File: config.mk
export PLATFORM = sky130hd
export DESIGN_NAME = snoop_bus_arbiter
export DESIGN_NICKNAME = d
export VERILOG_FILES = /design/src/rtl/snoop_bus_arbiter.sv
export SDC_FILE = /design/constraint.sdc
export NUM_CORES = 1
export LEC_CHECK = 0
export BUFFER_PORTS_ARGS = -buffer_cell sky130_fd_sc_hd__buf_4
export CAP_MARGIN = 40
export CORE_MARGIN = 1.5
export CORE_UTILIZATION = 45
export DETAILED_ROUTE_END_ITERATION = 10
export PLACE_DENSITY = 0.8
export SYNTH_ARGS = -nofsm -noshare
export SYNTH_HDL_FRONTEND = slang
export SYNTH_SLANG_ARGS = --single-unit
File: constraint.sdc
create_clock -name wb_clk_i -period 2.57 [get_ports wb_clk_i]
set_clock_uncertainty 0.05 [all_clocks]
set_input_delay 0.1285 -clock wb_clk_i [delete_from_list [all_inputs] [get_ports wb_clk_i]]
set_output_delay 0.1285 -clock wb_clk_i [all_outputs]
set_load 0.02 [all_outputs]
File: src/rtl/snoop_bus_arbiter.sv
// Round-robin arbiter for the per-core data masters of the coherent multicore intercon.
// Every write is preceded by a snoop broadcast and waits for acks or a timeout before it is granted.
module snoop_bus_arbiter #(
  parameter int NUM_CORES     = 2,
  parameter int SNOOP_TIMEOUT = 15
) (
  input  logic                    wb_clk_i,
  input  logic                    wb_rst_i,
  input  logic [NUM_CORES-1:0]    m_cyc_i,
  input  logic [NUM_CORES-1:0]    m_stb_i,
  input  logic [NUM_CORES-1:0]    m_we_i,
  input  logic [32*NUM_CORES-1:0] m_adr_i,
  output logic [NUM_CORES-1:0]    grant_o,
  output logic [3:0]              grant_idx_o,
  output logic                    snoop_req_o,
  output logic [32*NUM_CORES-1:0] snoop_adr_o,
  input  logic [NUM_CORES-1:0]    snoop_ack_i,
  input  logic [NUM_CORES-1:0]    snoop_hit_i,
  output logic                    snoop_hit_o,
  output logic                    snoop_timeout_o
);

  localparam logic [1:0] S_IDLE     = 2'd0;
  localparam logic [1:0] S_SNOOP    = 2'd1;
  localparam logic [1:0] S_WAIT_ACK = 2'd2;
  localparam logic [1:0] S_GRANT    = 2'd3;

  localparam logic [7:0] TIMER_LAST = 8'(SNOOP_TIMEOUT - 1);
  localparam logic [3:0] LAST_CORE  = 4'(NUM_CORES - 1);

  logic [1:0]           state_q, state_d;
  logic [3:0]           ptr_q, ptr_d;
  logic [3:0]           win_q, win_d;
  logic [31:0]          adr_q, adr_d;
  logic [NUM_CORES-1:0] ack_seen_q, ack_seen_d;
  logic [NUM_CORES-1:0] hit_acc_q, hit_acc_d;
  logic [7:0]           timer_q, timer_d;
  logic                 snoop_hit_q, snoop_hit_d;

  logic [NUM_CORES-1:0] req;
  logic [NUM_CORES-1:0] win_oh;
  logic [NUM_CORES-1:0] ack_now;
  logic [NUM_CORES-1:0] hit_now;
  logic                 hi_found, any_found;
  logic [3:0]           hi_idx, any_idx, pick;
  logic [31:0]          pick_adr;
  logic                 pick_we;
  logic                 own_cyc;
  logic                 timeout_pulse;

  assign req     = m_cyc_i & m_stb_i;
  assign own_cyc = |(m_cyc_i & win_oh);
  assign ack_now = ack_seen_q | snoop_ack_i;
  assign hit_now = hit_acc_q | (snoop_hit_i & snoop_ack_i & ~win_oh);

  // Round-robin pick: first requester at or above the pointer, else the lowest requester (wrap).
  // NOTE: every always_comb output gets a default before any branch, otherwise a latch is inferred.
  always_comb begin
    hi_found  = 1'b0;
    any_found = 1'b0;
    hi_idx    = 4'd0;
    any_idx   = 4'd0;
    for (int k = 0; k < NUM_CORES; k++) begin
      if (req[k] && !any_found) begin
        any_found = 1'b1;
        any_idx   = 4'(k);
      end
      if (req[k] && !hi_found && (4'(k) >= ptr_q)) begin
        hi_found = 1'b1;
        hi_idx   = 4'(k);
      end
    end
    pick = hi_found ? hi_idx : any_idx;
  end

  always_comb begin
    pick_adr = 32'd0;
    pick_we  = 1'b0;
    win_oh   = '0;
    for (int k = 0; k < NUM_CORES; k++) begin
      if (pick == 4'(k)) begin
        pick_adr = m_adr_i[32*k +: 32];
        pick_we  = m_we_i[k];
      end
      win_oh[k] = (win_q == 4'(k));
    end
  end

  always_comb begin
    state_d       = state_q;
    ptr_d         = ptr_q;
    win_d         = win_q;
    adr_d         = adr_q;
    ack_seen_d    = ack_seen_q;
    hit_acc_d     = hit_acc_q;
    timer_d       = timer_q;
    snoop_hit_d   = snoop_hit_q;
    timeout_pulse = 1'b0;
    case (state_q)
      S_IDLE: begin
        if (any_found) begin
          win_d   = pick;
          adr_d   = pick_adr;
          state_d = pick_we ? S_SNOOP : S_GRANT;
        end
      end
      S_SNOOP: begin
        // Own core is preset as acked; acks already present in this cycle count too.
        ack_seen_d = win_oh | snoop_ack_i;
        hit_acc_d  = snoop_hit_i & snoop_ack_i & ~win_oh;
        timer_d    = 8'd0;
        state_d    = S_WAIT_ACK;
      end
      S_WAIT_ACK: begin
        ack_seen_d = ack_now;
        hit_acc_d  = hit_now;
        timer_d    = timer_q + 8'd1;
        if (&ack_now) begin
          state_d     = S_GRANT;
          snoop_hit_d = |hit_now;
        end else if (timer_q == TIMER_LAST) begin
          timeout_pulse = 1'b1;
          state_d       = S_GRANT;
          snoop_hit_d   = |hit_now;
        end
      end
      default: begin
        if (!own_cyc) begin
          state_d = S_IDLE;
          ptr_d   = (win_q == LAST_CORE) ? 4'd0 : win_q + 4'd1;
        end
      end
    endcase
  end

  // NOTE: sequential state uses non-blocking assignments so every register samples pre-edge values.
  always_ff @(posedge wb_clk_i) begin
    if (wb_rst_i) begin
      state_q     <= S_IDLE;
      ptr_q       <= 4'd0;
      win_q       <= 4'd0;
      adr_q       <= 32'd0;
      ack_seen_q  <= '0;
      hit_acc_q   <= '0;
      timer_q     <= 8'd0;
      snoop_hit_q <= 1'b0;
    end else begin
      state_q     <= state_d;
      ptr_q       <= ptr_d;
      win_q       <= win_d;
      adr_q       <= adr_d;
      ack_seen_q  <= ack_seen_d;
      hit_acc_q   <= hit_acc_d;
      timer_q     <= timer_d;
      snoop_hit_q <= snoop_hit_d;
    end
  end

  assign grant_o         = (state_q == S_GRANT) ? win_oh : '0;
  assign grant_idx_o     = (state_q == S_GRANT) ? win_q : 4'd0;
  assign snoop_req_o     = (state_q == S_SNOOP);
  assign snoop_adr_o     = ((state_q == S_SNOOP) || (state_q == S_WAIT_ACK)) ?
                           {NUM_CORES{adr_q}} : '0;
  assign snoop_hit_o     = snoop_hit_q;
  assign snoop_timeout_o = timeout_pulse;

endmodule

==> results of run 1 <==
[sequential cells by signal, indices dropped and copies added, names as in the netlist]
name	cells
state_q	2
win_q	1
ptr_q	1
hit_acc_q	2
adr_q	32
snoop_hit_o	1
ack_seen_q	2
timer_q	8
[metrics by stage]
stage | hold slack [ns] | setup WS [ns] | util (%) | area, um2
2_1_floorplan | 0.251 | 0.621 | - | 2830
3_3_place_gp | 0.378 | 0.563 | 61.9 | 3710
3_5_place_dp | 0.389 | 0.496 | 61.9 | 3710
4_1_cts | 0.0658 | 0.476 | 63.3 | 3790
5_1_grt | 0.0840 | 0.387 | 63.3 | 3790
6_report | 0.0726 | 0.469 | 63.3 | 3790
[power groups by stage]
stage	Sequential (mW)	Combinational, mW	Clock, mW
finish	1.01	1.71	0.435
global route	1.03	1.88	0.490
CTS	1.01	1.72	0.452
detailed placement	1.03	1.72	0
global placement	1.02	1.69	0
floorplan	1.00	1.24	0
[per-layer routing]
metal,part of all wire [%],vias up,track usage [%],routed length (um)
met5,0,-,0,0
met4,1.2,0,6.78,80
met3,5.8,8,3.52,377
met2,51,85,35.1,3300
met1,42,1132,22.4,2770
li1,-,1275,-,-
[final timing paths]
path                                startpoint      endpoint  slack (ns)  cells past startpoint
worst max register to register      timer_q[1]    state_q[0]        0.47                      6
worst min-delay path            snoop_hit_i[0]  hit_acc_q[0]        0.07                      3
worst max-delay path                timer_q[1]    state_q[0]        0.47                      6
worst min register to register    hit_acc_q[0]  hit_acc_q[0]        0.41                      2
[critical path: stages, from the launching register on]
cell and delay (ns):
dfxtp_1 0.43, ha_1 0.18, nand4b_1 0.09, or4_4 0.45, a221o_1 0.38, or3_1 0.34, a21oi_2 0.13
[cell type report]
cell class	instances	area (um2)	share of cell area (%)
well taps	75	93.8	2.47
clock buffers	5	68.8	1.81
clock inverters	3	17.5	0.462
inverters	5	18.8	0.495
multi-input cells	216	1480	38.9
repair buffers	150	1140	30.0
flip-flops and latches	49	981	25.9
[cells by family after synthesis]
group           after synthesis  share of synthesized area (%)
mux                          35                           12.4
compound gates               49                           12.4
flops                        49                           34.8
fa+ha+maj                     7                           3.10
buf+inv                      63                           14.1
xor+xnor                      6                           1.86
other cells                   1                          0.133
simple gates                116                           21.3
[synthesized netlist by cell type (all sizes together)]
cell / number / share of area [%]
nor2b: 2 / 0.44
nor3: 3 / 0.53
a22oi: 2 / 0.53
nand4: 4 / 0.89
a31oi: 1 / 0.22
clkbuf: 19 / 3.3
xor2: 6 / 1.9
a211oi: 32 / 8.5
nor4: 2 / 0.66
ha: 7 / 3.1
a311oi: 1 / 0.31
or4: 1 / 0.40
and3: 3 / 0.71
nor3b: 1 / 0.27
mux2i: 35 / 12
and2: 34 / 7.5
nand4b: 1 / 0.31
inv: 5 / 0.66
a21oi: 10 / 1.9
and2b: 1 / 0.31
or3: 1 / 0.22
nor2: 47 / 6.3
dfxtp: 49 / 35
nand2b: 6 / 1.3
o41ai: 1 / 0.31
buf: 39 / 10
nand3b: 1 / 0.27
nand2: 9 / 1.2
a221o: 1 / 0.35
conb: 1 / 0.13
o22ai: 1 / 0.22
[placed cells by master, fill, tap and decap left out, drive strengths merged, types with 2 or more instances in the layout]
cell      n
xor2      6
dfxtp    49
and2     34
inv       5
buf     150
nand2b    6
nand2     9
nor3      3
a21oi    10
mux2i    35
ha        7
nor4      2
clkbuf    5
nor2     47
nand4     4
nor2b     2
clkinv    2
a211oi   32
and3      3
conb      3
a22oi     2
==> impl_metrics.yaml, run 1 <==
timing:
  tns_ns: 0
  finalMaxSlewViolations: 0
  period_needed_ns: 2.10
  rsz0062_at_grt: "no"
  final_hold_viol_count: 0
  slew_headroom_pct: 53.9
  fmax_mhz: 476
  finalSetupViolCount: 0
  layout_worst_path_cycle_share_pct: 81.7
  worst_pin_slew_ns: 0.691
global_routing:
  grt_pass1_wl_mm: 10.1
  grt_max_degree: 46
  grt_pass1_vias: 2283
  antenna_found_initial: 0
  grt_overflow: 0
  grtUsageTotal_pct: 19.3
floorplan:
  die_x_um: 82.2
  rows: 28
  pin_count: 149
  die_area_um2: 6760
  coreArea_um2: 5990
  initial_core_util_pct: 47.1
  die_height_um: 82.2
synth:
  yosysUniqueCellTypes: 38
  syn_area_um2: 2820
  syn_inst: 326
  ys_seq_area_share_pct: 34.8
  postSynthAreaPerCell_um2: 8.66
  synth_warnings: 0
  synth-seq-cells: 49
critical_path:
  path_class: "reg2reg"
  worstPathMaxFanout: 6
  critical_path_arrival_ns: 2.29
  crit_path_start_kind: "flop"
  cp-end-kind: "flop"
  cp_data_required_time_ns: 2.76
final_layout:
  num_antenna_cells: 0
  nets: 510
  drive_above_1_share_pct: 38.6
  syn_to_final_growth_pct: 34.4
  final_cells: 503
  fill_cells: 538
detailed_routing:
  viasPerCell: 4.97
  drtAntennaViolNets: 0
  finalWirelength_mm: 6.53
  drcViolationCount: 0
  dr.first_iter.drc_count: 103
  first_pass_iters: 4
  vias: 2500
  avgRoutedWirePerCell_um: 13.0
power:
  comb_power_share_pct: 54.2
  internal-power_mw: 1.82
  p_seq_share_pct: 32.1
  power_switching_mw: 1.34
  total_power_mw: 3.16
  peakVddDrop_v: 0.000460
  p_per_area_nw_per_um2: 833
  clock_power_share_pct: 13.8
  sw_frac_of_total_pct: 42.3
  p_leak_nw: 1.74
place:
  dp_hpwl_mm: 4.99
  dp_cells: 495
  io_buffers: 145
  globalplace.congestion: 0.763
clock_tree:
  cts.root.buffer_cell: "clkbuf_8"
  holdBufCountCts: 0
  post_cts_buffers: 0
  cts_tree: "built"
  cts_num_sinks: 49
  clk_latency_ns: 0.30
  cts_resized: 0
  clock_path_buffers: 2
  htree_levels: 2
  clk_pin_slew_ns: 0.09
  cts_buffers: 5
hold_path:
  hold_class: "in2reg"
run_status:
  status: "finished, final reports clean"
flow_run:
  maxCapViolations: 0
Note: power is estimated with default switching activity, not from simulation.
==> run 2: changes to the inputs <==
- ABC_AREA: default -> 1
- PLACE_DENSITY: 0.8 -> 0.79
- clock period: 2.57 -> 2.11 ns (I/O delays scaled with it)
==> run 2 against run 1 <==
Effect of this change:
- area after synthesis up 3.2%
- final cell count grew 27%
- wire length increased by 11%
- power increased by 0.97%
- combinational power is 13% lower
- highest routed layer unchanged
==> impl_metrics.yaml, run 2 <==
run_status:
  status: "finished, final reports clean"
critical_path:
  cp_data_required_time_ns: 1.95
  cp-end-kind: "primary output"
  regToRegStartpoint: "state_q[0]"
  worstPathMaxFanout: 21
  r2r_slack_ns: 0.22
  reg2reg_depth: 6
  crit_path_start_kind: "flop"
  critical_path_arrival_ns: 1.74
  r2r-end: "timer_q[5]"
  cp-startpoint: "state_q[0]"
  critical_path.endpoint: "snoop_adr_o[55]"
  path_class: "reg2out"
clock_tree:
  clk_latency_ns: 0.30
  post_cts_buffers: 0
  cts_resized: 0
  clock_path_buffers: 2
  cts_buffers: 5
  cts.root.buffer_cell: "clkbuf_8"
  holdBufCountCts: 0
  htree_levels: 2
  cts_num_sinks: 49
  cts_tree: "built"
  clk_pin_slew_ns: 0.09
timing:
  finalMaxSlewViolations: 0
  rsz0062_at_grt: "no"
  tns_ns: 0
  finalSetupViolCount: 0
  worst_slack_ns: 0.212
  layout_worst_path_cycle_share_pct: 90.0
  fmax_mhz: 527
  final_hold_viol_count: 0
  period_needed_ns: 1.90
synth:
  yosysUniqueCellTypes: 24
  synth_ff_type: "dfxtp_1"
  synthArstFlopShare_pct: 0
  synth_top_area_share_pct: 33.7
  synth-seq-cells: 49
  synth_most_common_cell: "nand2_1"
  synth_warnings: 0
  synth_edf_count: 0
  syn_inst: 458
  syn_area_um2: 2910
  synthTopCellsByArea: "dfxtp_1, nand2_1, nor2_1"
  yosys-top-cells-count: "nand2_1, nor2_1, inv_1, dfxtp_1, a21oi_1"
  postSynthAreaPerCell_um2: 6.36
  ys_seq_area_share_pct: 33.7
  yosysTopAreaCell: "dfxtp_1"
floorplan:
  die_height_um: 83.5
  die_area_um2: 6960
  die_x_um: 83.5
  rows: 29
  pin_count: 149
  initial_core_util_pct: 46.1
  coreArea_um2: 6310
final_layout:
  mostFrequentLayoutCells: "buf_4, nand2_1, nor2_1"
  top_regs: "adr_q x32, timer_q x8"
  top_register: "adr_q"
  final_common_cell: "buf_4"
  num_antenna_cells: 0
  syn_to_final_growth_pct: 31.5
  largest_reg_flops: 32
  drive_above_1_share_pct: 28.7
  nets: 642
hold_path:
  min-delay-start: "m_adr_i[47]"
  hold_class: "in2reg"
detailed_routing:
  vias: 3024
  route.met3.wl_um: 452
  avgRoutedWirePerCell_um: 11.4
  drcViolationCount: 0
  drtAntennaViolNets: 0
  viasPerCell: 4.75
  route.top_layer_used: "met4"
  dr.first_iter.drc_count: 124
  wl_met2_mm: 3.72
  drt-met1-wl_mm: 3.01
  first_pass_iters: 4
  finalWirelength_mm: 7.26
global_routing:
  grtUsageTotal_pct: 21.2
  grt_overflow: 0
  grt_pass1_vias: 2856
  grt_max_degree: 41
  grt_pass1_wl_mm: 12.4
  antenna_found_initial: 0
power:
  peakVddDrop_v: 0.000438
  p_per_area_nw_per_um2: 833
  total_power_mw: 3.19
  p_leak_nw: 2.06
place:
  pre_cts_ws_ns: 0.258
  dp_hpwl_mm: 5.38
  globalplace.congestion: 0.885
  io_buffers: 145
flow_run:
  maxCapViolations: 0
-- run 2: cell types whose count changed in the layout (fill, tap and decap cells not counted), moves of 33 or more --
cell,before,now
and2_1,33,0
nand2_1,9,97
inv_1,5,59
a21oi_1,9,45
mux2i_1,35,0
-- run 2: metal layers --
layer | global-route usage [%] | vias to the layer above
li1 | - | 1572
met1 | 24.1 | 1346
met2 | 40.1 | 98
met3 | 4.55 | 8
met4 | 4.92 | 0
met5 | 0 | -
-- run 2: critical path, cell delays in order (launching register included) --
cell and delay, ns:
dfxtp_1 0.42, inv_1 0.09, ha_1 0.34, buf_4 0.26, nand2_1 0.09, inv_1 0.09, buf_4 0.14
-- run 2: report_power, final --
group	total (mW)	internal (mW)	leakage (nW)	switching (mW)
clock	0.541	0.236	0.0456	0.304
sequential	1.16	1.08	0.401	0.0893
combinational	1.48	0.579	1.61	0.906
total	3.19	1.89	2.06	1.30
-- run 2: area by class of cell --
class | count | area [um2]
tap | 77 | 96.3
clock inverter | 2 | 13.8
multi-input combinational | 293 | 1320
timing repair buffer | 149 | 1120
clock buffer | 6 | 72.6
sequential | 49 | 981
inverter | 61 | 231
fill | 635 | 2480
-- run 2: worst min-delay path by stage --
stage	to	cells after the start
after global routing	adr_q[18]	3
after floorplan	timer_q[0]	3
final	adr_q[15]	3
after global placement	adr_q[18]	3
after detailed placement	adr_q[15]	3
after CTS	adr_q[15]	3
-- run 2: cell families after synthesis --
kind of cell             after synthesis  share of synthesized area (%)
AND/OR/NAND/NOR                      194                           26.2
buffers and inverters                118                           21.4
AO/OA/AOI/OAI                         89                           15.5
flip-flops                            49                           33.7
adder cells (fa/ha/maj)                7                           3.01
other                                  1                          0.129
-- run 2: metrics by stage --
| stage | cells | util (%) | hold slack, ns | area, um2 |
|---|---|---|---|---|
| after floorplan | 460 | - | 0.225 | 2920 |
| after global placement | 629 | 59.3 | 0.332 | 3740 |
| after detailed placement | 629 | 59.3 | 0.339 | 3740 |
| after CTS | 637 | 60.7 | 0.0174 | 3830 |
| after global routing | 637 | 60.7 | 0.0250 | 3830 |
| final | 637 | 60.7 | 0.0222 | 3830 |
